### src/rtl/sdram_cmd_ctrl_pkg.sv
// rtl/sdram_cmd_ctrl_pkg.sv - shared SDRAM encodings, timings and mode word (refresh path: SDRAM_REFRESH_EN)
package sdram_cmd_ctrl_pkg;

   typedef enum logic [3:0] {
      W_IDLE   = 4'd0,
      W_ACTIVE = 4'd1,
      W_TRCD   = 4'd2,
      W_WRITE  = 4'd3,
      W_WD     = 4'd4,
      W_TWR    = 4'd5,
      W_READ   = 4'd6,
      W_CL     = 4'd7,
      W_RD     = 4'd8,
      W_PRECH  = 4'd9,
      W_TRP    = 4'd10,
      W_AR     = 4'd11,
      W_TRFC   = 4'd12
   } work_state_t;

   typedef enum logic [2:0] {
      I_WAIT, I_PRE, I_AREF, I_ANOP, I_MRS, I_MRSW, I_DONE
   } init_state_t;

   localparam logic [3:0] CMD_NOP  = 4'b0111;
   localparam logic [3:0] CMD_ACT  = 4'b0011;
   localparam logic [3:0] CMD_RD   = 4'b0101;
   localparam logic [3:0] CMD_WR   = 4'b0100;
   localparam logic [3:0] CMD_PRE  = 4'b0010;
   localparam logic [3:0] CMD_AREF = 4'b0001;
   localparam logic [3:0] CMD_MRS  = 4'b0000;

   localparam int T_RCD      = 1;
   localparam int T_WD       = 1;
   localparam int T_WR       = 2;
   localparam int T_RP       = 1;
   localparam int T_RFC      = 7;
   localparam int T_CL       = 2;
   localparam int REF_PERIOD = 780;
   localparam int INIT_WAIT  = 20000;
   localparam int INIT_AREFS = 8;
   localparam int AREF_GAP   = 7;

   localparam logic [12:0] MODE_WORD = 13'h0030;
   localparam logic [12:0] PRE_ALL   = 13'h0400;

   // Dwell of each access state minus one; states not listed last one cycle.
   function automatic logic [14:0] state_wait(work_state_t s);
      case (s)
         W_TRCD:  return 15'(T_RCD - 1);
         W_WD:    return 15'(T_WD - 1);
         W_TWR:   return 15'(T_WR - 1);
         W_CL:    return 15'(T_CL - 1);
         W_TRP:   return 15'(T_RP - 1);
         W_TRFC:  return 15'(T_RFC - 1);
         default: return 15'd0;
      endcase
   endfunction

endpackage

### src/rtl/sdram_cmd_ctrl_if.sv
// rtl/sdram_cmd_ctrl_if.sv - system-side request/acknowledge bundle
interface sdram_cmd_ctrl_if;
   logic        sys_wr_req;
   logic        sys_rd_req;
   logic [23:0] sys_addr;
   logic        sys_wr_ack;
   logic        sys_rd_ack;

   modport master (output sys_wr_req, sys_rd_req, sys_addr, input sys_wr_ack, sys_rd_ack);
   modport slave  (input sys_wr_req, sys_rd_req, sys_addr, output sys_wr_ack, sys_rd_ack);
endinterface

### src/rtl/sdram_cmd_ctrl_init.sv
// rtl/sdram_cmd_ctrl_init.sv - power-up sequencer: wait, PRE all, 8 AREF, MRS, done
module sdram_init
   import sdram_cmd_ctrl_pkg::*;
(
   input  logic        clk_100m,
   input  logic        rst_n,
   output logic [3:0]  cmd,
   output logic [12:0] addr,
   output logic        init_done
);

   init_state_t state, state_n;
   logic [14:0] cnt, cnt_n;
   logic [2:0]  aref_cnt, aref_cnt_n;

   always_ff @(posedge clk_100m or negedge rst_n) begin
      if (!rst_n) begin
         state    <= I_WAIT;
         cnt      <= 15'(INIT_WAIT - 1);
         aref_cnt <= 3'd0;
      end else begin
         state    <= state_n;
         cnt      <= cnt_n;
         aref_cnt <= aref_cnt_n;
      end
   end

   always_comb begin
      state_n    = state;
      cnt_n      = (cnt != 15'd0) ? cnt - 15'd1 : cnt;
      aref_cnt_n = aref_cnt;
      cmd        = CMD_NOP;
      addr       = 13'd0;
      case (state)
         I_WAIT: if (cnt == 15'd0) state_n = I_PRE;
         I_PRE: begin
            cmd     = CMD_PRE;
            addr    = PRE_ALL;
            state_n = I_AREF;
         end
         I_AREF: begin
            cmd     = CMD_AREF;
            cnt_n   = 15'(AREF_GAP - 1);
            state_n = I_ANOP;
         end
         I_ANOP: begin
            if (cnt == 15'd0) begin
               if (aref_cnt == 3'(INIT_AREFS - 1)) begin
                  state_n = I_MRS;
               end else begin
                  aref_cnt_n = aref_cnt + 3'd1;
                  state_n    = I_AREF;
               end
            end
         end
         I_MRS: begin
            cmd     = CMD_MRS;
            addr    = MODE_WORD;
            state_n = I_MRSW;
         end
         // The first cycle of I_DONE supplies the second post-MRS NOP.
         I_MRSW:  state_n = I_DONE;
         I_DONE:  state_n = I_DONE;
         default: state_n = I_WAIT;
      endcase
   end

   assign init_done = (state == I_DONE);

endmodule

### src/rtl/sdram_cmd_ctrl.sv
// rtl/sdram_cmd_ctrl.sv - single-word SDRAM access FSM with init mux; periodic refresh under SDRAM_REFRESH_EN
module sdram_cmd_ctrl
   import sdram_cmd_ctrl_pkg::*;
(
   input  logic              clk_100m,
   input  logic              rst_n,
   sdram_cmd_ctrl_if.slave   sys,
   output logic              sdram_cke,
   output logic [3:0]        sdram_cmd,
   output logic [1:0]        sdram_ba,
   output logic [12:0]       sdram_addr,
   output logic [3:0]        work_state,
   output logic              init_done
);

   logic [3:0]  init_cmd;
   logic [12:0] init_addr;

   sdram_init u_init (
      .clk_100m  (clk_100m),
      .rst_n     (rst_n),
      .cmd       (init_cmd),
      .addr      (init_addr),
      .init_done (init_done)
   );

   work_state_t state, state_n;
   logic [14:0] cnt;
   logic [23:0] addr_q;
   logic        op_wr;
   logic        timer_done;
   logic [3:0]  acc_cmd;
   logic [1:0]  acc_ba;
   logic [12:0] acc_addr;

   assign timer_done = (cnt == 15'd0);

`ifdef SDRAM_REFRESH_EN
   logic [9:0] ref_cnt;
   logic       refresh_pending;

   always_ff @(posedge clk_100m or negedge rst_n) begin
      if (!rst_n) begin
         ref_cnt         <= 10'd0;
         refresh_pending <= 1'b0;
      end else if (init_done) begin
         if (ref_cnt == 10'(REF_PERIOD - 1)) begin
            ref_cnt         <= 10'd0;
            refresh_pending <= 1'b1;
         end else begin
            ref_cnt <= ref_cnt + 10'd1;
            if (state == W_AR) refresh_pending <= 1'b0;
         end
      end
   end
`endif

   always_ff @(posedge clk_100m or negedge rst_n) begin
      if (!rst_n) begin
         sdram_cke <= 1'b0;
         state     <= W_IDLE;
         cnt       <= 15'd0;
         addr_q    <= 24'd0;
         op_wr     <= 1'b0;
      end else begin
         sdram_cke <= 1'b1;
         state     <= state_n;
         if (state_n != state) cnt <= state_wait(state_n);
         else if (!timer_done) cnt <= cnt - 15'd1;
         // Address and direction are captured once so a late request change cannot split an access.
         if (state == W_IDLE && state_n == W_ACTIVE) begin
            addr_q <= sys.sys_addr;
            op_wr  <= sys.sys_wr_req;
         end
      end
   end

   always_comb begin
      state_n = state;
      if (state == W_IDLE) begin
         if (init_done) begin
`ifdef SDRAM_REFRESH_EN
            if (refresh_pending) state_n = W_AR;
            else
`endif
            if (sys.sys_wr_req || sys.sys_rd_req) state_n = W_ACTIVE;
         end
      end else if (timer_done) begin
         case (state)
            W_ACTIVE: state_n = W_TRCD;
            W_TRCD:   state_n = op_wr ? W_WRITE : W_READ;
            W_WRITE:  state_n = W_WD;
            W_WD:     state_n = W_TWR;
            W_TWR:    state_n = W_PRECH;
            W_READ:   state_n = W_CL;
            W_CL:     state_n = W_RD;
            W_RD:     state_n = W_PRECH;
            W_PRECH:  state_n = W_TRP;
            W_AR:     state_n = W_TRFC;
            default:  state_n = W_IDLE;
         endcase
      end
   end

   always_comb begin
      acc_cmd  = CMD_NOP;
      acc_ba   = 2'd0;
      acc_addr = 13'd0;
      case (state)
         W_ACTIVE: begin
            acc_cmd  = CMD_ACT;
            acc_ba   = addr_q[23:22];
            acc_addr = addr_q[21:9];
         end
         W_WRITE, W_READ: begin
            acc_cmd  = (state == W_WRITE) ? CMD_WR : CMD_RD;
            acc_ba   = addr_q[23:22];
            acc_addr = {4'd0, addr_q[8:0]};
         end
         W_PRECH: begin
            acc_cmd  = CMD_PRE;
            acc_ba   = addr_q[23:22];
            acc_addr = PRE_ALL;
         end
         W_AR:    acc_cmd = CMD_AREF;
         default: acc_cmd = CMD_NOP;
      endcase
   end

   assign sdram_cmd      = init_done ? acc_cmd  : init_cmd;
   assign sdram_addr     = init_done ? acc_addr : init_addr;
   assign sdram_ba       = init_done ? acc_ba   : 2'd0;
   assign work_state     = state;
   assign sys.sys_wr_ack = (state == W_WRITE);
   assign sys.sys_rd_ack = (state == W_RD);

endmodule

### src/flat_wrapper.sv
// flat-port wrapper written by rule: the top's interface ports become plain ports
module sdram_cmd_ctrl_flat import sdram_cmd_ctrl_pkg::*;
  (clk_100m, rst_n, sdram_cke, sdram_cmd, sdram_ba, sdram_addr, work_state, init_done, sys_sys_wr_req, sys_sys_rd_req, sys_sys_addr, sys_sys_wr_ack, sys_sys_rd_ack);
  sdram_cmd_ctrl_if sys_i ();
  input  logic clk_100m;
  input  logic rst_n;
  output logic sdram_cke;
  output logic [3:0] sdram_cmd;
  output logic [1:0] sdram_ba;
  output logic [12:0] sdram_addr;
  output logic [3:0] work_state;
  output logic init_done;
  input wire logic [$bits(sys_i.sys_wr_req)-1:0] sys_sys_wr_req;
  input wire logic [$bits(sys_i.sys_rd_req)-1:0] sys_sys_rd_req;
  input wire logic [$bits(sys_i.sys_addr)-1:0] sys_sys_addr;
  output wire logic [$bits(sys_i.sys_wr_ack)-1:0] sys_sys_wr_ack;
  output wire logic [$bits(sys_i.sys_rd_ack)-1:0] sys_sys_rd_ack;
  assign sys_i.sys_wr_req = sys_sys_wr_req;
  assign sys_i.sys_rd_req = sys_sys_rd_req;
  assign sys_i.sys_addr = sys_sys_addr;
  assign sys_sys_wr_ack = sys_i.sys_wr_ack;
  assign sys_sys_rd_ack = sys_i.sys_rd_ack;
  sdram_cmd_ctrl u_core (.clk_100m(clk_100m), .rst_n(rst_n), .sys(sys_i), .sdram_cke(sdram_cke), .sdram_cmd(sdram_cmd), .sdram_ba(sdram_ba), .sdram_addr(sdram_addr), .work_state(work_state), .init_done(init_done));
endmodule
### config.mk
export PLATFORM = sky130hd
export DESIGN_NAME = sdram_cmd_ctrl_flat
export DESIGN_NICKNAME = d
export VERILOG_FILES = /design/src/rtl/sdram_cmd_ctrl_pkg.sv /design/src/rtl/sdram_cmd_ctrl_if.sv /design/src/rtl/sdram_cmd_ctrl_init.sv /design/src/rtl/sdram_cmd_ctrl.sv /design/src/flat_wrapper.sv
export SDC_FILE = /design/constraint.sdc
export NUM_CORES = 1
export LEC_CHECK = 0
export CAP_MARGIN = 40
export CORE_MARGIN = 1
export CORE_UTILIZATION = 43
export CTS_CLUSTER_DIAMETER = 100
export DETAILED_ROUTE_END_ITERATION = 12
export PLACE_DENSITY = 0.74
export SLEW_MARGIN = 5
export SYNTH_ARGS = -nofsm -noshare
export SYNTH_HDL_FRONTEND = slang
export SYNTH_SLANG_ARGS = --single-unit
### constraint.sdc
create_clock -name clk_100m -period 2.7 [get_ports clk_100m]
set_clock_uncertainty 0.1 [all_clocks]
set_input_delay 0.27 -clock clk_100m [delete_from_list [all_inputs] [get_ports clk_100m]]
set_output_delay 0.27 -clock clk_100m [all_outputs]
set_load 0.02 [all_outputs]
# ---- Word-level counts from Yosys, hierarchy flattened
# Index checks and enable logic that the tools add are counted.
dict set report op_classes {
  n_addsub 3
  multipliers 0
  n_div 0
  order_cmp 0
  n_eq_ne 25
  shifts 0
  mux 24
  bitwise_logic 1
  n_reduce_logical 15
}
# cell count
set op_table {}
lappend op_table {{2-to-1 mux 15 bit} 4}
lappend op_table {{one-hot mux 13 bit (3 select lines)} 1}
lappend op_table {{one-hot mux 4 bit (9 select lines)} 1}
lappend op_table {{zero test 15 bit} 2}
lappend op_table {{subtractor 15 x 1 -> 15 bit (second input constant)} 2}
lappend op_table {{== test 4 x 3 -> 1 bit (second input constant)} 6}
lappend op_table {{one-hot mux 11 bit (2 select lines)} 1}
lappend op_table {{2-to-1 mux 4 bit} 5}
lappend op_table {{one-hot mux 3 bit (6 select lines)} 1}
lappend op_table {{== test 4 bit (second input constant)} 4}
lappend op_table {{one-hot mux 4 bit (4 select lines)} 1}
lappend op_table {{nonzero test 15 bit} 1}
lappend op_table {{2-to-1 mux 13 bit} 1}
lappend op_table {{== test 3 bit (second input constant)} 4}
lappend op_table {{2-to-1 mux 3 bit} 4}
lappend op_table {{one-hot mux 3 bit (3 select lines)} 1}
lappend op_table {{== test 4 x 1 -> 1 bit (second input constant)} 2}
lappend op_table {{== test 4 x 2 -> 1 bit (second input constant)} 2}
lappend op_table {{OR reduction 2 bit} 4}
lappend op_table {{== test 3 x 2 -> 1 bit (second input constant)} 2}
lappend op_table {{!= test 2 bit (second input constant)} 3}
lappend op_table {{one-hot mux 3 bit (2 select lines)} 1}
lappend op_table {{zero test 4 bit} 1}
lappend op_table {{2-to-1 mux 2 bit} 2}
lappend op_table {{other kinds (12)} 12}
dict set report word_totals {
  ff_bits 66
  latchBits 0
  ramBits 0
  rom_bits 0
  in_bits 28
  out_inout_bits 27
  elab_cells 76
  memories 0
}

# ---- Logic depth before layout (Yosys ltp)
dict set report logic_depth {
  ltp_word 9
  mapped_depth 8
  ltp_nobuf 7
}

# ---- By module
# A second synthesis with hierarchy kept.
dict set report unflattened {
  hier_cells 380
  area_unflattened_um2 3737.3
}
# mod instances cells_per_inst area_per_inst_um2 seq_area_each_um2
set by_module_without_submodules {}
lappend by_module_without_submodules {sdram_cmd_ctrl 1 244 2459.9 1126.1}
lappend by_module_without_submodules {sdram_init 1 136 1277.5 536.8}

# ---- Least setup slack after synthesis
# No wires, ideal clock.
dict set report synth_timing {
  kind {register to output}
  start {reg u_core.state[2], in the netlist u_core.work_state[2]}
  end {out sdram_addr[5]}
  t_arrival_ns 1.915
  t_required_ns 2.330
  slack_ns 0.415
  path_stages_with_launch 7
  n_path_buf 2
  cell_sequence {dfrtp_1 buf_2 nand2_1 a21oi_1 o21ai_1 clkbuf_1 o21ai_1}
}
dict set report synth_between {
  elab_chain_len 4
  elab_cells_between_ends 7
  classes_between {eq/ne: 4; mux: 2; reduce/logical: 1}
}
# element line
set synth_rtl {}
lappend synth_rtl {{from (decl)} sdram_cmd_ctrl.sv:27} ;# work_state_t state, state_n;
lappend synth_rtl {{from (signal assigned)} sdram_cmd_ctrl.sv:67} ;# state <= state_n;
lappend synth_rtl {{== test 4 x 2 -> 1 bit or == test 4 x 3 -> 1 bit (tied branches)} sdram_cmd_ctrl.sv:109} ;# case (state)
lappend synth_rtl {{OR reduction 2 bit} sdram_cmd_ctrl.sv:109}
lappend synth_rtl {{one-hot mux 13 bit (3 select lines) *} sdram_cmd_ctrl.sv:109}
lappend synth_rtl {{2-to-1 mux 13 bit *} sdram_cmd_ctrl.sv:131} ;# assign sdram_addr = init_done ? acc_addr : init_addr;
lappend synth_rtl {{to (decl)} flat_wrapper.sv:10} ;# output logic [12:0] sdram_addr;
# Every way passes the cells marked *; elsewhere a longest branch is shown, timed or not.

# ---- Worst setup path in the final report
dict set report layout_timing {
  start {reg u_core.state[0], in the netlist u_core.work_state[0]}
  end {out sdram_addr[0]}
}
# The elaborated chain is that of the path after synthesis.

==> metrics.yaml <==
cts.htree.levels: 3
yosys_warnings: 0
synth_cell_type_count: 58
top_layer: "met4"
cts_buffers: 9
rows: 32
yosys_register_bits: 66
cap_violations: 0
viasPerCell: 5.43
area_delta_synth_final_pct: 26.5
finalNetCount: 443
tightest_slew_ns: 0.773
start_util_pct: 45.1
avgRoutedWirePerCell_um: 14.9
path_delay_family: "buffers and inverters"
slew-limit-headroom_pct: 48.4
multi_input_area_um2: 1770
grt_pass1_wl_um: 13300
cts_buffer_depth: 2
n_fill_cell: 687
place_area_um2: 4230
ioPinCount: 55
dr_wl_met2_um: 3460
grt_pass1_vias: 2836
synth_area_per_cell_um2: 10.1
cts_tree: "yes"
grt_start_max_net_pins: 35
wl_met3_um: 555
post-dp-hpwl_um: 5480
period_minus_slack_ns: 2.64
mostFrequentLayoutCells: "56 x dfrtp_1, 52 x nor2_1, 46 x clkdlybuf4s50_1, 23 x mux2_2"
grt_antenna_before_repair: 0
async_flop_share_pct: 100
syn-num-nets: 383
ys_seq_area_share_pct: 46.9
drive_gt1_share_pct: 19.5
leakage_nw: 1.99
drv_slew: 0
wl_met1_um: 3560
diodes: 0
cts.sinks: 66
wl_um: 7730
min_path_type: "in -> reg"
layout_commonest_cell: "dfrtp_1"
clk_pin_slew_worst_paths_ns: 0.07
numPlacedInstances: 500
crit_path_max_fanout: 12
register_area_um2: 1660
drcViolationCount: 0
gp_congestion: 0.831
min_period_over_period_pct: 97.9
via_count: 2806
io_buffers: 53
synth_edf_count: 0
die_w_um: 92.8
crit_path_end_kind: "primary output"
rsz0062_at_grt: "yes"
setup_viol_count_final: 0
status: "completed"
startpoint_type: "flop"
hold_viol_final: 0
dieHeight_um: 92.8
synth_area_um2: 3540
p_per_area_nw_per_um2: 652
slowest_delay_ns: 0.61
dr.pass1.iters: 4
grt_util_all_layers_pct: 19.8
clk_latency_ns: 0.34
drt_iter0_drc: 141
cts_root_buf: "clkbuf_8"
slowest_stage: "clkdlybuf4s50_1"
gr-total-overflow: 0
max_freq_mhz: 378
final_cells: 517
crit_type: "reg -> out"
die_area_um2: 8600
synth_ff_type: "dfrtp_1"
ant_nets: 0
critical_path.cell_chain: "inv_1 -> nor4_2 -> buf_4 -> a22oi_1 -> nor2_1 -> clkdlybuf4s50_1"
critPathBufInv: 3
worstPathRequired_ns: 2.33
syn_inst: 350
core_um2: 7850
final_area_um2: 4480
worst_ir_drop_vdd_v: 0.000347
arrival_ns: 2.27
-- synth_stat cells (3+ instances only) --
cell	instances	share of area [%]
a22oi_1	9	1.9
nor3b_1	3	0.64
o31ai_1	4	0.85
nand2b_1	3	0.53
o21ai_0	14	2.0
ha_1	5	1.8
a21oi_1	12	1.7
nand4_1	4	0.71
inv_1	12	1.3
o21ai_1	6	0.85
xnor2_1	5	1.2
mux2_2	23	7.3
dfrtp_1	57	40
nor3_1	7	0.99
or3_1	7	1.2
nand3_1	7	0.99
dfstp_2	9	6.7
clkbuf_1	10	1.1
buf_2	7	0.99
and3_1	5	0.88
xor2_1	17	4.2
a21o_1	4	0.85
nand2_1	17	1.8
o211ai_1	6	1.3
nor2_1	52	5.5
nor2b_1	3	0.53
nand3b_1	3	0.64
-- registers in the layout, summed over array words and instances (netlist names) --
register / flops
u_core.addr_q: 24
u_core.cnt: 15
u_core.op_wr: 1
u_core.sdram_cke: 1
u_core.u_init.aref_cnt: 3
u_core.u_init.cnt: 15
u_core.u_init.state: 3
u_core.work_state: 4
-- worst paths after layout --
kind	start	slack, ns	end	cells after the start
worst min register to register	u_core.u_init.aref_cnt[0]	0.39	u_core.u_init.aref_cnt[0]	1
worst max-delay path	u_core.work_state[0]	0.06	sdram_addr[0]	6
worst max register to register	u_core.cnt[0]	0.33	u_core.cnt[0]	6
worst min-delay path	sys_sys_addr[23]	0.38	u_core.addr_q[23]	3
max in group asynchronous	rst_n	1.35	u_core.u_init.cnt[0]	3
min in group asynchronous	rst_n	0.43	u_core.addr_q[1]	2
-- logic make-up after synthesis --
group	count (synthesis)	synth area share, %
AOI/OAI and AO/OA	68	13.0
xor gates and xnor gates	22	5.44
adders and majority gates	5	1.77
buffers and inverters	31	3.74
DFF	66	46.9
muxes	26	8.23
other	2	0.212
and+or+nand+nor	130	20.7
-- timing repair --
action | CTS | global route
endpoints found under the setup margin | 11 | 11
endpoints found under the hold margin | 27 | 0
setup buffers | 0 | 0
hold buffers | 1 | 0
gates resized for setup | 3 | 8
-- per-stage QoR --
stage               power, W  setup TNS (ns)  setup WS, ns  hold slack (ns)  util [%]
finish               0.00292               0        0.0576            0.383      57.1
floorplan            0.00179               0         0.415           -0.126         -
global placement     0.00199               0         0.187            0.290      53.8
global route         0.00310          -0.309       -0.0667            0.408      57.1
CTS                  0.00293               0        0.0174            0.372      56.8
detailed placement   0.00203               0        0.0815            0.297      53.9
-- per-layer routing --
| layer | vias to the layer above | track usage [%] |
|---|---|---|
| li1 | 1352 | - |
| met5 | - | 0 |
| met3 | 16 | 5.83 |
| met1 | 1351 | 26.1 |
| met4 | 0 | 8.72 |
| met2 | 87 | 30.0 |
-- report_power, final --
group	internal (W)	switching [W]	leakage (nW)
Clock	0.000519	0.000373	0.107
Combinational	0.000323	0.000384	1.09
Sequential	0.00114	0.000184	0.789
-- tightest hold or removal path, delay by kind of cell --
kind,cells,cell delay [ns]
AND/OR/NAND/NOR,1,0.05
AO/OA/AOI/OAI,1,0.06
buffers and inverters,1,0.40
-- cell type report --
class                      count  area share, %
tap                          102           2.85
inverter                      12           1.01
multi-input combinational    253           39.5
clock buffer                  11           2.93
timing repair buffer          68           14.8
sequential                    66           37.1
clock inverter                 5           1.76
No activity file was read; power rests on OpenSTA's default activity.
